===== config.mk =====
export PLATFORM = sky130hd
export DESIGN_NAME = keypad_scan_decoder
export DESIGN_NICKNAME = d
export VERILOG_FILES = /design/src/rtl/keypad_scan_decoder.sv
export SDC_FILE = /design/constraint.sdc
export NUM_CORES = 1
export LEC_CHECK = 0
export CAP_MARGIN = 30
export CORE_MARGIN = 2
export CORE_UTILIZATION = 55
export CTS_CLUSTER_SIZE = 12
export DETAILED_ROUTE_END_ITERATION = 7
export GPL_ROUTABILITY_DRIVEN = 0
export PLACE_DENSITY = 0.79
export SYNTH_ARGS = -nofsm -noshare
export SYNTH_HDL_FRONTEND = slang
export SYNTH_SLANG_ARGS = --single-unit

===== constraint.sdc =====
create_clock -name clk -period 4.71 [get_ports clk]
set_input_delay 0.471 -clock clk [delete_from_list [all_inputs] [get_ports clk]]
set_output_delay 0.471 -clock clk [all_outputs]
set_load 0.01 [all_outputs]

===== src/rtl/keypad_scan_decoder.sv =====
// Scans a 4x4 active-low keypad, debounces presses and releases, and emits one hex code per press.
// Define KEYPAD_BYTE_ASM_EN to pair successive keys into a byte on byte_out/byte_valid.
module keypad_scan_decoder #(
  parameter int unsigned SCAN_DIV  = 50000,
  parameter int unsigned DEB_TICKS = 10
) (
  input  logic       clk,
  input  logic       rst,
  input  logic [3:0] fil,
  output logic [3:0] col,
  output logic [3:0] key_code,
  output logic       key_valid,
  output logic       key_held
`ifdef KEYPAD_BYTE_ASM_EN
  ,
  output logic [7:0] byte_out,
  output logic       byte_valid
`endif
);

  localparam int unsigned DivW = $clog2(SCAN_DIV);
  localparam int unsigned CntW = $clog2(DEB_TICKS + 1);
  localparam logic [DivW-1:0] DivMax = DivW'(SCAN_DIV - 1);
  localparam logic [CntW-1:0] DebMax = CntW'(DEB_TICKS);

  typedef enum logic [1:0] {StScan, StDebounce, StPressed} state_e;

  state_e          state_q, state_d;
  logic [3:0]      fil_meta_q, fil_sync_q;
  logic [DivW-1:0] div_q;
  logic [CntW-1:0] cnt_q, cnt_d;
  logic [3:0]      col_q;
  logic [3:0]      pat_q;
  logic [3:0]      key_code_q;
  logic            key_valid_q;
  logic            tick, single, accept, advance, latch;
  logic [3:0]      rows_low;
  logic [1:0]      row_idx, col_idx;
  logic [3:0]      key_new;

  function automatic logic [3:0] key_map(input logic [1:0] r, input logic [1:0] c);
    logic [3:0] k;
    case ({r, c})
      4'h0:    k = 4'h1;
      4'h1:    k = 4'h2;
      4'h2:    k = 4'h3;
      4'h3:    k = 4'hA;
      4'h4:    k = 4'h4;
      4'h5:    k = 4'h5;
      4'h6:    k = 4'h6;
      4'h7:    k = 4'hB;
      4'h8:    k = 4'h7;
      4'h9:    k = 4'h8;
      4'hA:    k = 4'h9;
      4'hB:    k = 4'hC;
      4'hC:    k = 4'hE;
      4'hD:    k = 4'h0;
      4'hE:    k = 4'hF;
      default: k = 4'hD;
    endcase
    return k;
  endfunction

  assign tick     = (div_q == DivMax);
  assign rows_low = ~fil_sync_q;
  // Exactly one row low: nonzero and a power of two.
  assign single   = (rows_low != 4'd0) && ((rows_low & (rows_low - 4'd1)) == 4'd0);

  always_comb begin
    row_idx = 2'd0;
    case (fil_sync_q)
      4'b1101: row_idx = 2'd1;
      4'b1011: row_idx = 2'd2;
      4'b0111: row_idx = 2'd3;
      default: row_idx = 2'd0;
    endcase
  end

  always_comb begin
    col_idx = 2'd0;
    case (col_q)
      4'b1101: col_idx = 2'd1;
      4'b1011: col_idx = 2'd2;
      4'b0111: col_idx = 2'd3;
      default: col_idx = 2'd0;
    endcase
  end

  assign key_new = key_map(row_idx, col_idx);

  always_ff @(posedge clk or negedge rst) begin
    if (!rst) state_q <= StScan;
    else      state_q <= state_d;
  end

  always_comb begin
    state_d = state_q;
    cnt_d   = cnt_q;
    if (tick) begin
      unique case (state_q)
        StScan: begin
          if (single) begin
            if (DEB_TICKS == 1) begin
              state_d = StPressed;
              cnt_d   = '0;
            end else begin
              state_d = StDebounce;
              cnt_d   = CntW'(1);
            end
          end
        end
        StDebounce: begin
          if (fil_sync_q == pat_q) begin
            cnt_d = cnt_q + 1'b1;
            if (cnt_d == DebMax) begin
              state_d = StPressed;
              cnt_d   = '0;
            end
          end else begin
            state_d = StScan;
          end
        end
        StPressed: begin
          if (fil_sync_q == 4'hF) begin
            cnt_d = cnt_q + 1'b1;
            if (cnt_d == DebMax) begin
              state_d = StScan;
              cnt_d   = '0;
            end
          end else begin
            cnt_d = '0;
          end
        end
        default: state_d = StScan;
      endcase
    end
  end

  // Column advances on every tick that ends (or stays) in SCAN.
  always_comb begin
    accept   = (state_q != StPressed) && (state_d == StPressed);
    advance  = tick && (state_d == StScan);
    latch    = (state_q == StScan) && (state_d != StScan);
    key_held = (state_q == StPressed);
  end

  always_ff @(posedge clk or negedge rst) begin
    if (!rst) begin
      fil_meta_q  <= 4'hF;
      fil_sync_q  <= 4'hF;
      div_q       <= '0;
      cnt_q       <= '0;
      col_q       <= 4'b1110;
      pat_q       <= 4'hF;
      key_code_q  <= 4'h0;
      key_valid_q <= 1'b0;
    end else begin
      fil_meta_q  <= fil;
      fil_sync_q  <= fil_meta_q;
      div_q       <= tick ? '0 : div_q + 1'b1;
      cnt_q       <= cnt_d;
      key_valid_q <= accept;
      if (advance) col_q <= {col_q[2:0], col_q[3]};
      if (latch) pat_q <= fil_sync_q;
      if (accept) key_code_q <= key_new;
    end
  end

  assign col       = col_q;
  assign key_code  = key_code_q;
  assign key_valid = key_valid_q;

`ifdef KEYPAD_BYTE_ASM_EN
  logic       phase_q;
  logic [3:0] hi_q;
  logic [7:0] byte_q;
  logic       byte_valid_q;

  always_ff @(posedge clk or negedge rst) begin
    if (!rst) begin
      phase_q      <= 1'b0;
      hi_q         <= 4'h0;
      byte_q       <= 8'h00;
      byte_valid_q <= 1'b0;
    end else begin
      byte_valid_q <= 1'b0;
      if (accept) begin
        if (!phase_q) begin
          hi_q    <= key_new;
          phase_q <= 1'b1;
        end else begin
          byte_q       <= {hi_q, key_new};
          byte_valid_q <= 1'b1;
          phase_q      <= 1'b0;
        end
      end
    end
  end

  assign byte_out   = byte_q;
  assign byte_valid = byte_valid_q;
`endif

endmodule


==> run metrics, run 1 <==
Resized cells post-CTS 0; vias per inst 5.44; pin slew with the least headroom to its limit 0.924 ns; row count 23; Routed WL per cell 13.5 um; DP Wirelength 2740 um; post-synthesis cell count 210; global-route track usage on met2 30.6%; PortBufs 15; Routed WL 3750 um; Final Max Tran Viols 0; Pwr Density 255 nW/um^2; Main synth FF type dfrtp_1; Max VDD drop 0.242 mV; Avg Cell Area, Syn 10.7 um^2; total power 647 uW; skew final 0.00567 ns; Setup crit end kind flip-flop; dpl ws 2.01 ns; H-tree levels 2; Die H 68.0 um; final number of hold-violating endpoints 0; GRT overflow 0; largest net degree at the start of global routing 44; R2R Setup Slk 1.98 ns; critical path launch point type flip-flop; critical path arrival 2.91 ns; CTS Buffer Depth 2; reg2reg path depth 8; top cells by area, synth dfrtp_1, dfstp_2, ha_1; R2R Path End key_code[2]; Total GRT Usage 18.6%; CTS buffer count 5; ys async rst share 100%; Setup TNS 0 ns; Max Fclk 366 MHz; Clock Latency Late Sink 0.29 ns; drt drc 0; post-cts hold buffer count 0; unrepaired setup endpoints after global routing no; # setup viols final 0; Mapped Nets 228; Die ar. 4620 um^2; antenna cells 0; GR Util met1 23.1%; Worst R2R Start div_q[0]; crit path kind flip-flop to flip-flop; data required time of the worst path 4.89 ns; vias in the first global route 1457; Hold WC Path Type primary input to asynchronous set/reset pin; final instance area 2540 um^2; number of DRC markers in iteration 0 38; Min Clock Period, post-route 2.73 ns; Clk pin slew, worst setup/hold paths 0.07 ns; initial core utilization 56.7%; Post-CTS Setup Bufs 0; YS warnings 0; Synth top area share 31.1%; nets 245; Max Cap Viol 0; via count 1513; Final period util 58.0%; ANT nets after route 0; initial antenna violation count 0; register area share after synthesis 48.6%; largest area contributor in the netlist dfrtp_1; Leakage 0.00116 uW; global-route wire length before repair 6390 um; worst-path fanout max 17; final hold slack 0.325 ns; Post-synth top cells dfrtp_1, nor2_1, nand2_1, dfstp_2; drt pass-1 iters 4; Post-Syn Area 2250 um^2; post-synth cell types 44; run status finished, final reports clean; Root Driver clkbuf_8; core area 3970 um^2; DIE WIDTH 68.0 um; layout cells sized above 1 17.5%; setup ws final 1.98 ns; max_slew headroom 38.4%; most used routing layer met2; Placed Area 2440 um^2; CTS tree yes; Synth Register Bits 43; CTS Sinks 43; Post-synth EDFFs 0; met3 Track Usage GR 5.26%; count leader, synth dfrtp_1; Area Overhead vs Synth 12.7%; io pins 16
## cell families (layout without fill, tap and decap cells)
logic type / count (synthesis) / count (layout) / share of synthesized area [%]
buffers and inverters: 16 / 34 / 2.83
AO/OA/AOI/OAI: 35 / 35 / 10.2
adder cells (fa/ha/maj): 12 / 12 / 6.67
multiplexers: 12 / 12 / 6.67
XOR/XNOR: 21 / 21 / 8.17
AND/OR/NAND/NOR: 71 / 71 / 16.8
flip-flops: 43 / 43 / 48.6
## power by group
group          switching [uW]  total (uW)  internal [uW]
sequential               3.54         379            376
clock                     113         247            134
combinational            13.3        21.2           7.92
total                     130         647            517
## final cells by class
cell class	count	area, um^2
Inverter	11	41.3
Tap cell	50	62.6
Sequential cell	43	1090
Fill cell	330	1440
Timing Repair Buffer	15	145
Multi-Input combinational cell	151	1090
Clock buffer	8	100
## stage by stage
step	instances	util [%]
6_report	278	63.9
5_1_grt	278	63.9
4_1_cts	278	63.9
3_5_place_dp	270	61.3
3_3_place_gp	270	61.3
2_1_floorplan	210	-
## state kept, by name (all words and copies together) (netlist names)
signal,cells
pat_q,4
state_q,2
fil_sync_q,4
key_valid,1
cnt_q,4
col,4
div_q,16
fil_meta_q,4
key_code,4
## placed cells by master, fill, tap and decap left out, types with 2 or more instances in the layout
master and count:
nand2_1 16, and4_1 2, and2_1 2, dfrtp_1 28, nand2b_1 3, nor2b_1 3
clkbuf_8 7, nand3_1 8, mux2_4 4, xor2_1 12, dfstp_2 15, nor2_1 19
xnor2_1 9, and3_1 8, ha_1 12, o21ai_0 9, inv_1 11, mux2_2 8
nand4_1 2, clkdlybuf4s50_1 14, o22ai_1 3, a21oi_1 9
## metal layers
layer | vias to the layer above | wire (um) | part of all wire [%]
li1 | 765 | - | -
met1 | 730 | 1780 | 47
met2 | 12 | 1830 | 49
met3 | 6 | 88 | 2.3
met4 | 0 | 60 | 1.6
met5 | - | 0 | 0
## worst max-delay path, cell delays in order, from the launching register on
cell,delay [ns]
dfrtp_1,0.37
ha_1,0.18
and3_1,0.22
and4_1,0.55
nor2_1,0.07
a21oi_1,0.15
o221a_2,0.25
or3b_1,0.48
mux2_4,0.33
## how the worst max path moves through the flow
stage | startpoint | end | slack, ns | depth (start not counted)
after global placement | div_q[0] | key_code[2] | 2.12 | 8
after global routing | div_q[0] | key_code[3] | 1.77 | 8
after floorplan | fil_sync_q[3] | key_code[0] | 2.38 | 9
after CTS | div_q[0] | key_code[2] | 1.99 | 8
after detailed placement | div_q[0] | key_code[2] | 2.01 | 8
final | div_q[0] | key_code[2] | 1.98 | 8
Note: power is estimated with default switching activity, not from simulation.
==> run 2, diff against run 1 <==
Clock period 4.71 ns to 2.7 ns, I/O delays scaled along.
==> run 2 against run 1 <==
Maximum frequency rose by 6.2%. First-iteration DRC count increased by 50%. Via count up 2.3%. Final cell count up 1.1%. Critical path type unchanged. Non-clock buffer count rose by 3.
==> run metrics, run 2 (synthesis gave the netlist of run 1 again) <==
run status finished, final reports clean; vias per inst 5.51; Final period util 95.2%; max_slew headroom 38.2%; ANT nets after route 0; Cells after DPL 273; H-tree levels 2; Clk pin slew, worst setup/hold paths 0.08 ns; initial antenna violation count 0; DP Wirelength 2760 um; final number of hold-violating endpoints 0; crit path kind flip-flop to flip-flop; Total GRT Usage 18.7%; skew final 0.00411 ns; crit path from cnt_q[0]; Resized cells post-CTS 0; Max Fclk 389 MHz; GRT overflow 0; number of DRC markers in iteration 0 57; layout cells sized above 1 19.0%; data required time of the worst path 2.88 ns; largest net degree at the start of global routing 44; Largest Register div_q; R2R Setup Slk 0.13 ns; Max VDD drop 0.340 mV; critical path launch point type flip-flop; DIE WIDTH 68.0 um; Final Max Tran Viols 0; Post-CTS Setup Bufs 0; core area 3970 um^2; # setup viols final 0; Setup crit end kind flip-flop; io pins 16; Clock Latency Late Sink 0.30 ns; CTS tree yes; Root Driver clkbuf_8; Placed Area 2460 um^2; Critical-path top delay cell or3b_1; reg2reg path depth 7; R2R Path End key_code[1]; Finished Layout Cells 281; Min Clock Period, post-route 2.57 ns; PortBufs 15; setup ws final 0.129 ns; Max Cap Viol 0; CTS Sinks 43; Buf+Inv Stages, Crit Path 0; drt pass-1 iters 4; antenna cells 0; Die H 68.0 um; dpl ws 0.161 ns; CTS Buffer Depth 2; number of cells on the critical path 7; Routed WL per cell 13.6 um; pin slew with the least headroom to its limit 0.927 ns; unrepaired setup endpoints after global routing no; CTS buffer count 5; post-cts hold buffer count 0; Worst path max stage delay 0.48 ns; drt drc 0; worst-path fanout max 6; global-route wire length before repair 6340 um; last element of the critical path key_code[1]; initial core utilization 56.7%; Die ar. 4620 um^2; crit path cell chain ha_1, nand3_1, o21ai_0, o21bai_1, o2bb2ai_1, or3b_1, mux2_4; Hold WC Path Type primary input to asynchronous set/reset pin; Routed WL 3830 um; commonest non-fill, non-tap cells in the layout dfrtp_1, nor2_1, nand2_1; critical path arrival 2.75 ns; Final Util 64.9%; Setup TNS 0 ns; flip-flop count of the largest register after layout 16; # fillers 326; Pwr Density 470 nW/um^2; via count 1548; FF/Latch Area 1090 um^2; vias in the first global route 1496; Leakage 0.00119 uW; Multi-input gate area 1090 um^2; final instance area 2580 um^2; leading cell type in the layout, fill and taps excluded dfrtp_1; row count 23; family with the most delay on the worst path compound AO/OA/AOI/OAI gates; nets 248; Area Overhead vs Synth 14.5%; Worst R2R Start cnt_q[0]
-- run 2: worst min path at each step --
| stage | startpoint | endpoint | cells after the start |
|---|---|---|---|
| detailed placement | fil_meta_q[3] | fil_sync_q[3] | 0 |
| finish | rst | cnt_q[2] | 1 |
| floorplan | rst | cnt_q[0] | 0 |
| CTS | rst | div_q[5] | 1 |
| global route | rst | div_q[5] | 1 |
| global placement | fil_meta_q[2] | fil_sync_q[2] | 0 |
-- run 2: area by class of cell --
cell class	instances	area share [%]
clock inverters	2	1.36
flip-flops and latches	43	42.5
inverters	11	1.60
well taps	50	2.43
repair buffers	18	6.51
clock buffers	6	3.21
multi-input cells	151	42.4
-- run 2: metrics by stage --
step	power, uW	hold slack [ns]
6_report	1210	0.112
5_1_grt	1270	0.193
4_1_cts	1230	0.135
3_5_place_dp	712	0.347
3_3_place_gp	711	0.346
2_1_floorplan	688	-0.0256
-- run 2: worst register-to-register path: cells and delay by family (launching register included) --
kind | cells | cell delay, ns
simple gates | 2 | 0.60
mux | 1 | 0.34
flops | 1 | 0.45
compound gates | 3 | 0.79
fa+ha+maj | 1 | 0.29
-- run 2: report_power, final --
| group | internal (uW) | switching (uW) | leakage [uW] | total (uW) |
|---|---|---|---|---|
| sequential | 655 | 6.08 | 0.000533 | 661 |
| clock | 299 | 213 | 0.0000612 | 512 |
| combinational | 14.8 | 23.0 | 0.000593 | 37.8 |
-- run 2: metal layers --
metal	vias to the layer above	global-route usage (%)	wire, um
met5	-	0	0
met1	757	21.6	1780
met3	6	5.26	103
li1	766	-	-
met4	0	8.50	62
met2	19	31.9	1870
==> run 3, diff against run 2 <==
Settings changed: CORE_UTILIZATION 55 to 45, PLACE_DENSITY 0.79 to 0.68.
==> run 3 against run 2 <==
Total power shrank 9.8%. Wire length shrank 2.5%. Register-to-register slack gained 0.09 ns. Global-route usage shrank 3.6 points. Non-clock buffer count shrank 1. Combinational power shrank 4%. Count of clock-buffer cells in the layout shrank 1. Via count shrank 3.0%. Setup slack gained 0.088 ns.
==> run metrics, run 3 (synthesis gave the netlist of run 1 again) <==
Die ar. 5580 um^2; nets 247; setup ws final 0.217 ns; Finished Layout Cells 297; leading cell type in the layout, fill and taps excluded dfrtp_1; via count 1501; data required time of the worst path 2.88 ns; Max Fclk 403 MHz; dpl ws 0.198 ns; DIE WIDTH 74.7 um; final hold slack 0.109 ns; drt drc 0; unrepaired setup endpoints after global routing no; Final period util 92.0%; commonest non-fill, non-tap cells in the layout dfrtp_1, nor2_1, nand2_1; CTS Buffer Depth 2; max_slew headroom 38.4%; crit path kind flip-flop to flip-flop; Leakage 0.00117 uW; flip-flop count of the largest register after layout 16; Largest Register div_q; largest net degree at the start of global routing 44; Final Util 53.4%; layout cells sized above 1 18.7%; pin slew with the least headroom to its limit 0.924 ns; Die H 74.7 um; Setup TNS 0 ns; Min Clock Period, post-route 2.48 ns; DP Wirelength 2640 um; vias per inst 5.05; drt pass-1 iters 4; core area 4790 um^2; Area Overhead vs Synth 13.6%; final number of hold-violating endpoints 0; initial antenna violation count 0; Sequential Power Share 60.5%; antenna cells 0; Max Cap Viol 0; critical path launch point type flip-flop; Routed WL per cell 12.6 um; Worst path max stage delay 0.49 ns; Final Max Tran Viols 0; CTS buffer count 5; global-route wire length before repair 6320 um; Root Driver clkbuf_8; Switching Share 22.6%; Setup crit end kind flip-flop; number of DRC markers in iteration 0 60; run status finished, final reports clean; Pwr Density 428 nW/um^2; initial core utilization 47.0%; worst-path fanout max 9; vias in the first global route 1406; Clk pin slew, worst setup/hold paths 0.09 ns; # setup viols final 0; Cells after DPL 289; Clock Latency Late Sink 0.30 ns; clock power share 36.2%; H-tree levels 2; post-cts hold buffer count 0; PortBufs 15; Total GRT Usage 15.1%; critical path arrival 2.67 ns; ANT nets after route 0; GRT overflow 0; P_int 846 uW; Routed WL 3730 um; Comb power frac 3.3%; row count 25; Hold WC Path Type primary input to asynchronous set/reset pin; skew final 0.0131 ns; io pins 16; family with the most delay on the worst path simple AND/OR/NAND/NOR gates; net switching power 247 uW; Buf+Inv Stages, Crit Path 0; CTS tree yes; Max VDD drop 0.296 mV; Critical-path top delay cell or3b_1; crit path cell chain ha_1, and3_1, and4_1, nor2_1, a21oi_1, o221a_2, or3b_1, mux2_4; CTS Sinks 43
## run 3: final cells by class
class / count / area (um^2)
inverters: 11 / 41.3
multi-input cells: 151 / 1090
flip-flops and latches: 43 / 1090
clock buffers: 5 / 68.8
well taps: 67 / 83.8
clock inverters: 3 / 15.0
repair buffers: 17 / 160
fillers: 424 / 2230
## run 3: metrics by stage
step	total power, uW	area, um^2
after floorplan	688	2250
after global placement	710	2470
after detailed placement	711	2470
after CTS	1110	2560
after global routing	1150	2560
final	1090	2560
## run 3: path summary, 6_finish.rpt
kind	start	cells past startpoint	end	slack (ns)
worst max-delay path	div_q[0]	8	key_code[1]	0.22
worst min-delay path	rst	1	div_q[3]	0.11
worst max register to register	div_q[0]	8	key_code[1]	0.22
worst min register to register	fil_meta_q[0]	0	fil_sync_q[0]	0.34
max in group asynchronous	rst	1	div_q[2]	2.02
min in group clk	fil_meta_q[0]	0	fil_sync_q[0]	0.34
## run 3: power groups by stage
stage | Clock (uW) | Combinational, uW | Sequential [uW]
6_report | 395 | 36.2 | 662
5_1_grt | 441 | 42.5 | 663
4_1_cts | 414 | 37.5 | 662
3_5_place_dp | 0 | 37.3 | 674
3_3_place_gp | 0 | 37.0 | 673
2_1_floorplan | 0 | 17.3 | 671
## run 3: timing repair
| action | CTS | global route |
|---|---|---|
| buffers inserted | 0 | 0 |
| gates resized for setup | 0 | 1 |
| setup endpoints to repair | 0 | 4 |
## run 3: layer usage
metal / vias up / GRT usage [%] / share of wire (%)
li1: 765 / - / -
met1: 710 / 19.8 / 49
met2: 20 / 23.7 / 47
met3: 6 / 4.02 / 2.7
met4: 0 / 6.55 / 1.7
met5: - / 0 / 0
